==> config.mk <==
export PLATFORM = sky130hd
export DESIGN_NAME = bin2bcd_seq
export DESIGN_NICKNAME = d
export VERILOG_FILES = /design/src/rtl/bin2bcd_seq.sv
export SDC_FILE = /design/constraint.sdc
export NUM_CORES = 1
export LEC_CHECK = 0
export ABC_AREA = 0
export CAP_MARGIN = 20
export CORE_MARGIN = 1.5
export CORE_UTILIZATION = 59
export CTS_CLUSTER_DIAMETER = 100
export DETAILED_ROUTE_END_ITERATION = 8
export GPL_TIMING_DRIVEN = 0
export PLACE_DENSITY = 0.9
export SYNTH_ARGS = -nofsm -noshare
export SYNTH_HDL_FRONTEND = slang
export SYNTH_SLANG_ARGS = --single-unit
==> constraint.sdc <==
create_clock -name clk -period 3.25 [get_ports clk]
set_input_delay 0.4875 -clock clk [delete_from_list [all_inputs] [get_ports clk]]
set_output_delay 0.4875 -clock clk [all_outputs]
set_load 0.005 [all_outputs]
==> src/rtl/bin2bcd_seq.sv <==
// Sequential binary-to-BCD converter using shift-and-add-3 (double dabble).
// Latency: BIN_W edges from the trigger edge to done; bcd_out is registered and held between conversions.
// Backpressure: none. Triggers seen while busy are dropped, and auto mode re-arms from last_bin.
module bin2bcd_seq #(
    parameter int BIN_W  = 8,
    parameter int DIGITS = 3
) (
    input  logic                  clk,
    input  logic                  rst_a,
    input  logic                  start,
    input  logic                  auto_mode,
    input  logic [BIN_W-1:0]      bin_in,
    output logic [4*DIGITS-1:0]   bcd_out,
    output logic                  busy,
    output logic                  done
);

    localparam int BCD_W  = 4 * DIGITS;
    localparam int ITER_W = (BIN_W > 1) ? $clog2(BIN_W) : 1;

    typedef enum logic {
        IDLE,
        SHIFT
    } state_t;

    state_t             state;
    state_t             state_nx;
    logic [BIN_W-1:0]   last_bin;
    logic [BIN_W-1:0]   bin_sh;
    logic [BCD_W-1:0]   bcd_acc;
    logic [BCD_W-1:0]   bcd_adj;
    logic [BCD_W-1:0]   bcd_shifted;
    logic [ITER_W-1:0]  iter;
    logic               trigger;
    logic               last_iter;

    // Per-nibble add-3 with no carry between digits.
    always_comb begin
        bcd_adj = bcd_acc;
        for (int d = 0; d < DIGITS; d++) begin
            if (bcd_acc[4*d +: 4] >= 4'd5) begin
                bcd_adj[4*d +: 4] = bcd_acc[4*d +: 4] + 4'd3;
            end
        end
    end

    assign bcd_shifted = {bcd_adj[BCD_W-2:0], bin_sh[BIN_W-1]};
    assign trigger     = (state == IDLE) && (start || (auto_mode && (bin_in != last_bin)));
    assign last_iter   = (iter == '0);

    always_comb begin
        state_nx = state;
        case (state)
            IDLE:    if (trigger)   state_nx = SHIFT;
            SHIFT:   if (last_iter) state_nx = IDLE;
            default: state_nx = IDLE;
        endcase
    end

    always_ff @(posedge clk or posedge rst_a) begin
        if (rst_a) begin
            state <= IDLE;
        end else begin
            state <= state_nx;
        end
    end

    always_ff @(posedge clk or posedge rst_a) begin
        if (rst_a) begin
            bcd_out  <= '0;
            busy     <= 1'b0;
            done     <= 1'b0;
            last_bin <= '0;
            bin_sh   <= '0;
            bcd_acc  <= '0;
            iter     <= '0;
        end else begin
            done <= 1'b0;
            if (trigger) begin
                bin_sh   <= bin_in;
                last_bin <= bin_in;
                bcd_acc  <= '0;
                iter     <= ITER_W'(BIN_W - 1);
                busy     <= 1'b1;
            end else if (state == SHIFT) begin
                bcd_acc <= bcd_shifted;
                bin_sh  <= bin_sh << 1;
                if (last_iter) begin
                    bcd_out <= bcd_shifted;
                    done    <= 1'b1;
                    busy    <= 1'b0;
                end else begin
                    iter <= iter - 1'b1;
                end
            end
        end
    end

endmodule
Yosys cells after proc, flatten, opt, wreduce, memory -nomap -nowiden. Cells that the tools add are included.

Output and inout bits: 14. Input port bits: 12. Bits in registers: 46. Logic and storage cells: 47.

Equality and inequality tests: 2. Order comparisons: 3. Bitwise logic cells: 2. Mux-type cells: 19. Add/subtract/negate cells: 4. Reductions and logical operators: 9.

Operator list (number): $mux 12 (2); $mux 8 (2); $ge 4x3->1 const B (3); $mux 3 (4); $add 4x2->4 const B (2); $mux 1 (8); $mux 4 (2); $ne 8x8->1 (1); $reduce_and 2->1 (2); $reduce_bool 2->1 (2); $add 3x2->3 const B (1); $logic_not 3->1 (1); $reduce_and 3->1 (1); $sub 3x1->3 const B (1); $logic_and 1x1->1 (2); $ne 2x2->1 const B (1); $not 1->1 (2); $pmux 1 s2 (1); $logic_or 1x1->1 (1).

Logic depth before layout (Yosys ltp). Gate-level depths: netlist of run 1.

Word-level depth: 6. Gate-level depth with buffers: 7. Mapped depth without buffers: 7.

Worst setup path before layout of run 1. Ideal clock, no wire load.

Path kind: input port to flip-flop. Start point: input bin_in[0]. End point: register last_bin[0]. Slack: 1494 ps. Buffers on the path: 0. Library setup time: 125 ps. Cell stages on the path: 5. Data arrival time: 1631 ps. Data required time: 3125 ps. Path through: xnor2_1 nand2_1 o41ai_4 a21oi_2 mux2_2.

Cells in the longest elaborated chain, start to end: 4.

RTL lines: start: declaration (line 12) `input logic [BIN_W-1:0] bin_in,`; $ne 8x8->1 (line 48) `assign trigger = (state == IDLE) && (start || (auto_mode && (bin_in != last_bin)));`; $logic_and 1x1->1 (line 48); $logic_or 1x1->1 (line 48); $logic_and 1x1->1 (line 48); end signal: assignment (line 81) `last_bin <= bin_in;`; end: declaration (line 28) `logic [BIN_W-1:0] last_bin;`.

Parallel ways exist; a longest one is shown, timed or not. A chain may end at the register's enable or synchronous reset.

Worst setup path after layout of run 1.
Start point: input bin_in[0]. End point: register bin_sh[0].

Cells in the longest elaborated chain, start to end: 5. Elaborated cells between the ends (all ways): 6. Classes of those cells: eq/ne (1); mux (1); reduce/logical (4).

RTL lines: $ne 8x8->1 (line 48); $logic_and 1x1->1 (line 48); $logic_or 1x1->1 (line 48); $logic_and 1x1->1 (line 48); $mux 8 / $reduce_bool 2->1 (equally long branches); end signal: assignment (line 80) `bin_sh <= bin_in;`; end signal: assignment (line 87) `bin_sh <= bin_sh << 1;`; end: declaration (line 29) `logic [BIN_W-1:0] bin_sh;`.

Parallel ways exist; a longest one is shown, timed or not.

==> metrics, run 1 <==
Layout area overhead 18.6%; 1st-iter DRT viols about 100; # Max-Cap Violations 0; crit path DAT roughly 2.4 ns; number of global-route vias before repair 1738; global route overflow 0; sequential-to-total area share from yosys stat 50.8%; crit end category register; CTS tree built; Yosys top cell area share 50.8%; routed len/inst 15.4 um; final hold violations 0; met2 WL post-DR 2330 um; Unique masters post-synth 32; gpl congestion 0.795; commonest non-fill, non-tap cell in the layout dfrtp_1; Seq pwr share 38.5%; Finished Core Util between 70 and 80%; FP Rows 22; Final Slew Violations 0; Synth Cell Area 2270 um2; fin crit period 2.22 ns; CP max stage cell clkdlybuf4s50_1; yosys warns 0; Max clock buf depth 2; largest net degree at the start of global routing 36; clock share of power 13.4%; most frequent cells in the layout dfrtp_1 (46), nand2_1 (40), clkdlybuf4s50_1 (25); total negative setup slack 0 ns; dpl cells 296; Hold Slack around 0.44 ns; Max-slew headroom slightly above 60%; register area 1150 um2; Worst setup startpoint bin_in[0]; RSZ-0062 raised after global routing no; Nets approximately 280; Post-synth ARST share 100%; dpl hpwl 3410 um; Hold WC Path Type primary input to asynchronous set/reset pin; Worst Path Required 3.42 ns; Net Sw Frac 38.7%; DR vias 1750; synthesis-stage register bit count between 40 and 50; antenna-violating nets left 0; Net Count, Synth 242; Synth Instances 222; initial antenna violation count 0; Synth area leaders dfrtp_1 (51%), nand2_1 (6.6%), xnor2_1 (4.6%), mux2_2 (4.5%), ha_1 (4.4%); post_cts resized 0; Int Power 1.64 mW; Worst path top cell family by delay compound AO/OA/AOI/OAI gates; starting density of the core 61.5%; final setup fails 0; Die Wd roughly 65 um; # hold bufs at CTS 0; top layer in use met4; H-tree levels 2; Setup crit start kind primary input; clock-pin slew on the worst setup and hold paths around 0.080 ns; Crit Path Class primary input to register; worst-path maximum fanout 10; GRT Overall Usage 25.5%; Post-Layout Cell Count 304; Final period util 68.3%; ant diodes 0; CP bufs+invs 2; clock skew 0.00466 ns; met3 WL 203 um; routed wire length 4670 um; Sw Pwr 1.04 mW; CTS Root Cell clkbuf_8; Pleak 1.22 nW; number of detailed-route iterations in the first pass 4; IO buf count 25; r2r startpoint last_bin[0]$_DFFE_PP0P_; Max Freq between 400 and 500 MHz; fillers 276; max incr delay on CP 0.51 ns; DR DRC count 0; Avg Cell Area, Syn just over 10 um2; core area approximately 3700 um2; wl on met1 2050 um; area of the multi-input gates 1040 um2; layout cells sized above 1 8.98%; Worst-Margin Slew 0.574 ns; first-pass GRT wire length 8000 um; crit-path cells clkdlybuf4s50_1, xnor2_1, nand2_1, o41a_1, clkbuf_1, o21ai_0, a21oi_1; Max VDD drop ~560 uV; status complete, no violations; number of flops mapped to enable cells by yosys 0; Post-CTS Setup Bufs 0; CTS buffer count 5; Synth Flop Type dfrtp_1; cell accounting for the most synthesized area dfrtp_1; Die Y 65.0 um; clk sinks 46; die footprint 4220 um2; Gate power share approximately 48%; drt via density about 5.8; clock latency at the later pin of the worst-skew pair 0.30 ns; Top Ports 26; P per Cell Area 995 nW/um2
state kept, by name (all words and copies together), names as in the netlist:
register and count:
busy 1, bcd_out 12, bcd_acc 12, done 1, iter 3, last_bin 8, state 1, bin_sh 8
layout make-up:
cell class / instances / area share, %
repair buffers: 26 / 10.1
clock buffers: 7 / 3.21
flip-flops and latches: 46 / 42.8
well taps: 48 / 2.23
clock inverters: 1 / 0.186
inverters: 12 / 1.68
plain buffers: 9 / 1.30
multi-input cells: 155 / 38.5
cell usage after synthesis, types with 4 or more instances:
cell type	count
dfrtp_1	46
nand2_1	40
o21ai_0	18
xnor2_1	12
a21oi_1	10
inv_1	10
mux2_2	9
nand3_1	9
ha_1	8
a2bb2oi_1	7
a31oi_1	7
clkbuf_1	6
mux2i_1	5
a21o_1	4
nor3b_1	4
o41ai_1	4
power groups by stage:
stage / logic [mW] / registers, mW / clock network [mW]
final: 1.29 / 1.03 / 0.360
after floorplan: 0.893 / 1.01 / 0
after CTS: 1.29 / 1.03 / 0.363
after detailed placement: 1.29 / 1.04 / 0
after global routing: 1.43 / 1.06 / 0.384
after global placement: 1.21 / 1.02 / 0
path summary, 6_finish.rpt:
kind	to	slack (ns)	cells after the start
worst min-delay path	last_bin[0]$_DFFE_PP0P_	0.44	2
worst max register to register	bin_sh[0]$_DFFE_PP0P_	1.28	6
worst min register to register	busy$_DFFE_PP0P_	0.48	1
worst max-delay path	bin_sh[0]$_DFFE_PP0P_	1.03	7
max in group asynchronous	bcd_acc[1]$_DFFE_PP0P_	2.34	3
min in group clk	busy$_DFFE_PP0P_	0.48	1
kinds of logic (layout without fill, tap and decap cells):
| kind of cell | Yosys count | after routing | share of synthesized area (%) |
|---|---|---|---|
| buffers and inverters | 21 | 55 | 3.53 |
| and+or+nand+nor | 63 | 63 | 12.5 |
| DFF | 46 | 46 | 50.8 |
| muxes | 14 | 14 | 6.68 |
| xor gates and xnor gates | 12 | 12 | 4.64 |
| AOI/OAI and AO/OA | 58 | 58 | 17.5 |
| adders and majority gates | 8 | 8 | 4.42 |
through the flow:
step | setup WS [ns] | power (mW) | instance area (um2)
floorplan | 1.49 | 1.90 | 2270
global placement | 0.764 | 2.23 | 2580
detailed placement | 0.747 | 2.33 | 2600
CTS | 1.06 | 2.69 | 2690
global route | 0.910 | 2.88 | 2690
finish | 1.03 | 2.68 | 2690
metal layers:
layer  global-route usage (%)  vias to the layer above
li1                         -                      845
met1                     32.8                      863
met2                     40.9                       33
met3                     7.47                        9
met4                     9.57                        0
met5                        0                        -
Power figures use the tool's default switching activity.
==> inputs of run 2 (changes only) <==
--- a/config.mk
+++ b/config.mk
@@ -8,11 +8,11 @@
 export ABC_AREA = 0
 export CAP_MARGIN = 20
 export CORE_MARGIN = 1.5
-export CORE_UTILIZATION = 59
+export CORE_UTILIZATION = 55
 export CTS_CLUSTER_DIAMETER = 100
 export DETAILED_ROUTE_END_ITERATION = 8
 export GPL_TIMING_DRIVEN = 0
-export PLACE_DENSITY = 0.9
+export PLACE_DENSITY = 0.85
 export SYNTH_ARGS = -nofsm -noshare
 export SYNTH_HDL_FRONTEND = slang
 export SYNTH_SLANG_ARGS = --single-unit
==> constraint.sdc (replaced) <==
create_clock -name clk -period 2.1 [get_ports clk]
set_input_delay 0.315 -clock clk [delete_from_list [all_inputs] [get_ports clk]]
set_output_delay 0.315 -clock clk [all_outputs]
set_load 0.005 [all_outputs]
==> metrics, run 2 (synthesized netlist as in run 1, its figures left out) <==
status complete, no violations; CTS tree built; Finished Core Util 68.3%; Max Freq 504 MHz; met2 Use GR 35.4%; final hold violations 0; global route overflow 0; commonest non-fill, non-tap cell in the layout dfrtp_1; total negative setup slack 0 ns; FP Rows 23; Max clock buf depth 2; Hold Slack 0.302 ns; GR Layer Usage met3 5.00%; Final period util roughly 95%; Final Slew Violations 0; GRT Overall Usage a little under a quarter; Post-Layout Cell Count 306; IO buf count 25; DR vias about 1700; Placed Area about 2600 um2; most frequent cells in the layout dfrtp_1 (46), nand2_1 (39), clkdlybuf4s50_1 (25); routed len/inst 14.5 um; Worst-Margin Slew 0.553 ns; largest net degree at the start of global routing 31; initial antenna violation count 0; Die Y 67.2 um; core area 3970 um2; number of detailed-route iterations in the first pass 4; final setup fails 0; clk sinks between 40 and 50; fin crit period 1.99 ns; final worst setup slack roughly 0.11 ns; number of global-route vias before repair 1599; routed wire length approximately 4400 um; crit end category register; dpl cells 298; Layout area overhead 19.6%; Crit Path Class primary input to register; first-pass GRT wire length about 7600 um; antenna-violating nets left 0; # Max-Cap Violations 0; clock-pin slew on the worst setup and hold paths 0.08 ns; clock skew about 0.0053 ns; drt via density 5.54; Pleak roughly 1.2 nW; H-tree levels 2; 1st-iter DRT viols between 50 and 60; Final Cell Area 2710 um2; GR Layer Usage met1 32.1%; Post-CTS Setup Bufs 0; Max-slew headroom 63.1%; layout cells sized above 1 10.5%; gpl congestion approximately 0.79; # hold bufs at CTS 0; pre-CTS WS -0.205 ns; CTS buffer count 5; clock latency at the later pin of the worst-skew pair 0.30 ns; global route hottest layer met2; Setup crit start kind primary input; P per Cell Area between 1500 and 2000 nW/um2; crit path DAT 2.18 ns; starting density of the core 57.1%; dpl hpwl about 3200 um; CP max stage cell clkdlybuf4s50_1; worst-path maximum fanout 10; crit-path cells clkdlybuf4s50_1, xnor2_2, nand2_1, o41ai_4, a21oi_2, mux2_2; die footprint about 4500 um2; fillers 319; ant diodes 0; top flop regs bcd_acc x12, bcd_out x12; PnR Total Power 4.14 mW; max incr delay on CP 0.55 ns; Top Ports 26; Worst Path Required 2.29 ns; DR DRC count 0; CTS Root Cell clkbuf_8; Max VDD drop just over 700 uV; Die Wd 67.2 um; Nets 275; Hold WC Path Type primary input to asynchronous set/reset pin
-- run 2: final timing paths --
check                                        start                       to  slack [ns]  depth (start not counted)
max                                      bin_in[5]  last_bin[2]$_DFFE_PP0P_        0.11                          6
min                                          rst_a         busy$_DFFE_PP0P_        0.30                          2
max reg2reg                last_bin[0]$_DFFE_PP0P_  last_bin[2]$_DFFE_PP0P_        0.20                          5
min reg2reg                 bcd_out[1]$_DFFE_PP0P_   bcd_out[1]$_DFFE_PP0P_        0.48                          2
max in group asynchronous                    rst_a  bcd_out[11]$_DFFE_PP0P_        1.31                          3
min in group clk            bcd_out[1]$_DFFE_PP0P_   bcd_out[1]$_DFFE_PP0P_        0.48                          2
-- run 2: report_power, final --
part	leakage [nW]	total [mW]	switching [mW]	internal, mW
combinational	0.616	1.99	1.02	0.973
clock	0.0482	0.562	0.296	0.266
sequential	0.568	1.59	0.277	1.31
total	1.23	4.14	1.59	2.55
-- run 2: worst max-delay path: cells and delay by family --
kind / cells / cell delay (ns)
AND/OR/NAND/NOR: 1 / 0.12
multiplexers: 1 / 0.33
AO/OA/AOI/OAI: 2 / 0.73
XOR/XNOR: 1 / 0.14
buffers and inverters: 1 / 0.55
-- run 2: cell type report --
| class | instances | area [um2] | area share, % |
|---|---|---|---|
| buffer | 9 | 36.3 | 1.34 |
| clock buffer | 7 | 86.3 | 3.18 |
| clock inverter | 1 | 5.00 | 0.185 |
| inverter | 12 | 45.0 | 1.66 |
| multi-input combinational | 155 | 1050 | 38.9 |
| sequential | 46 | 1150 | 42.5 |
| tap | 50 | 62.6 | 2.31 |
| timing repair buffer | 26 | 270 | 9.97 |
-- run 2: timing repair --
| action | in CTS | in global routing |
|---|---|---|
| setup endpoints to repair | 0 | 28 |
| endpoints found under the hold margin | 0 | 0 |
| gates resized for setup | 0 | 7 |
-- run 2: layer usage --
metal	routed length [um]	share of wire, %
met1	2070	47
met2	2150	48
met3	143	3.2
met4	74	1.7
met5	0	0
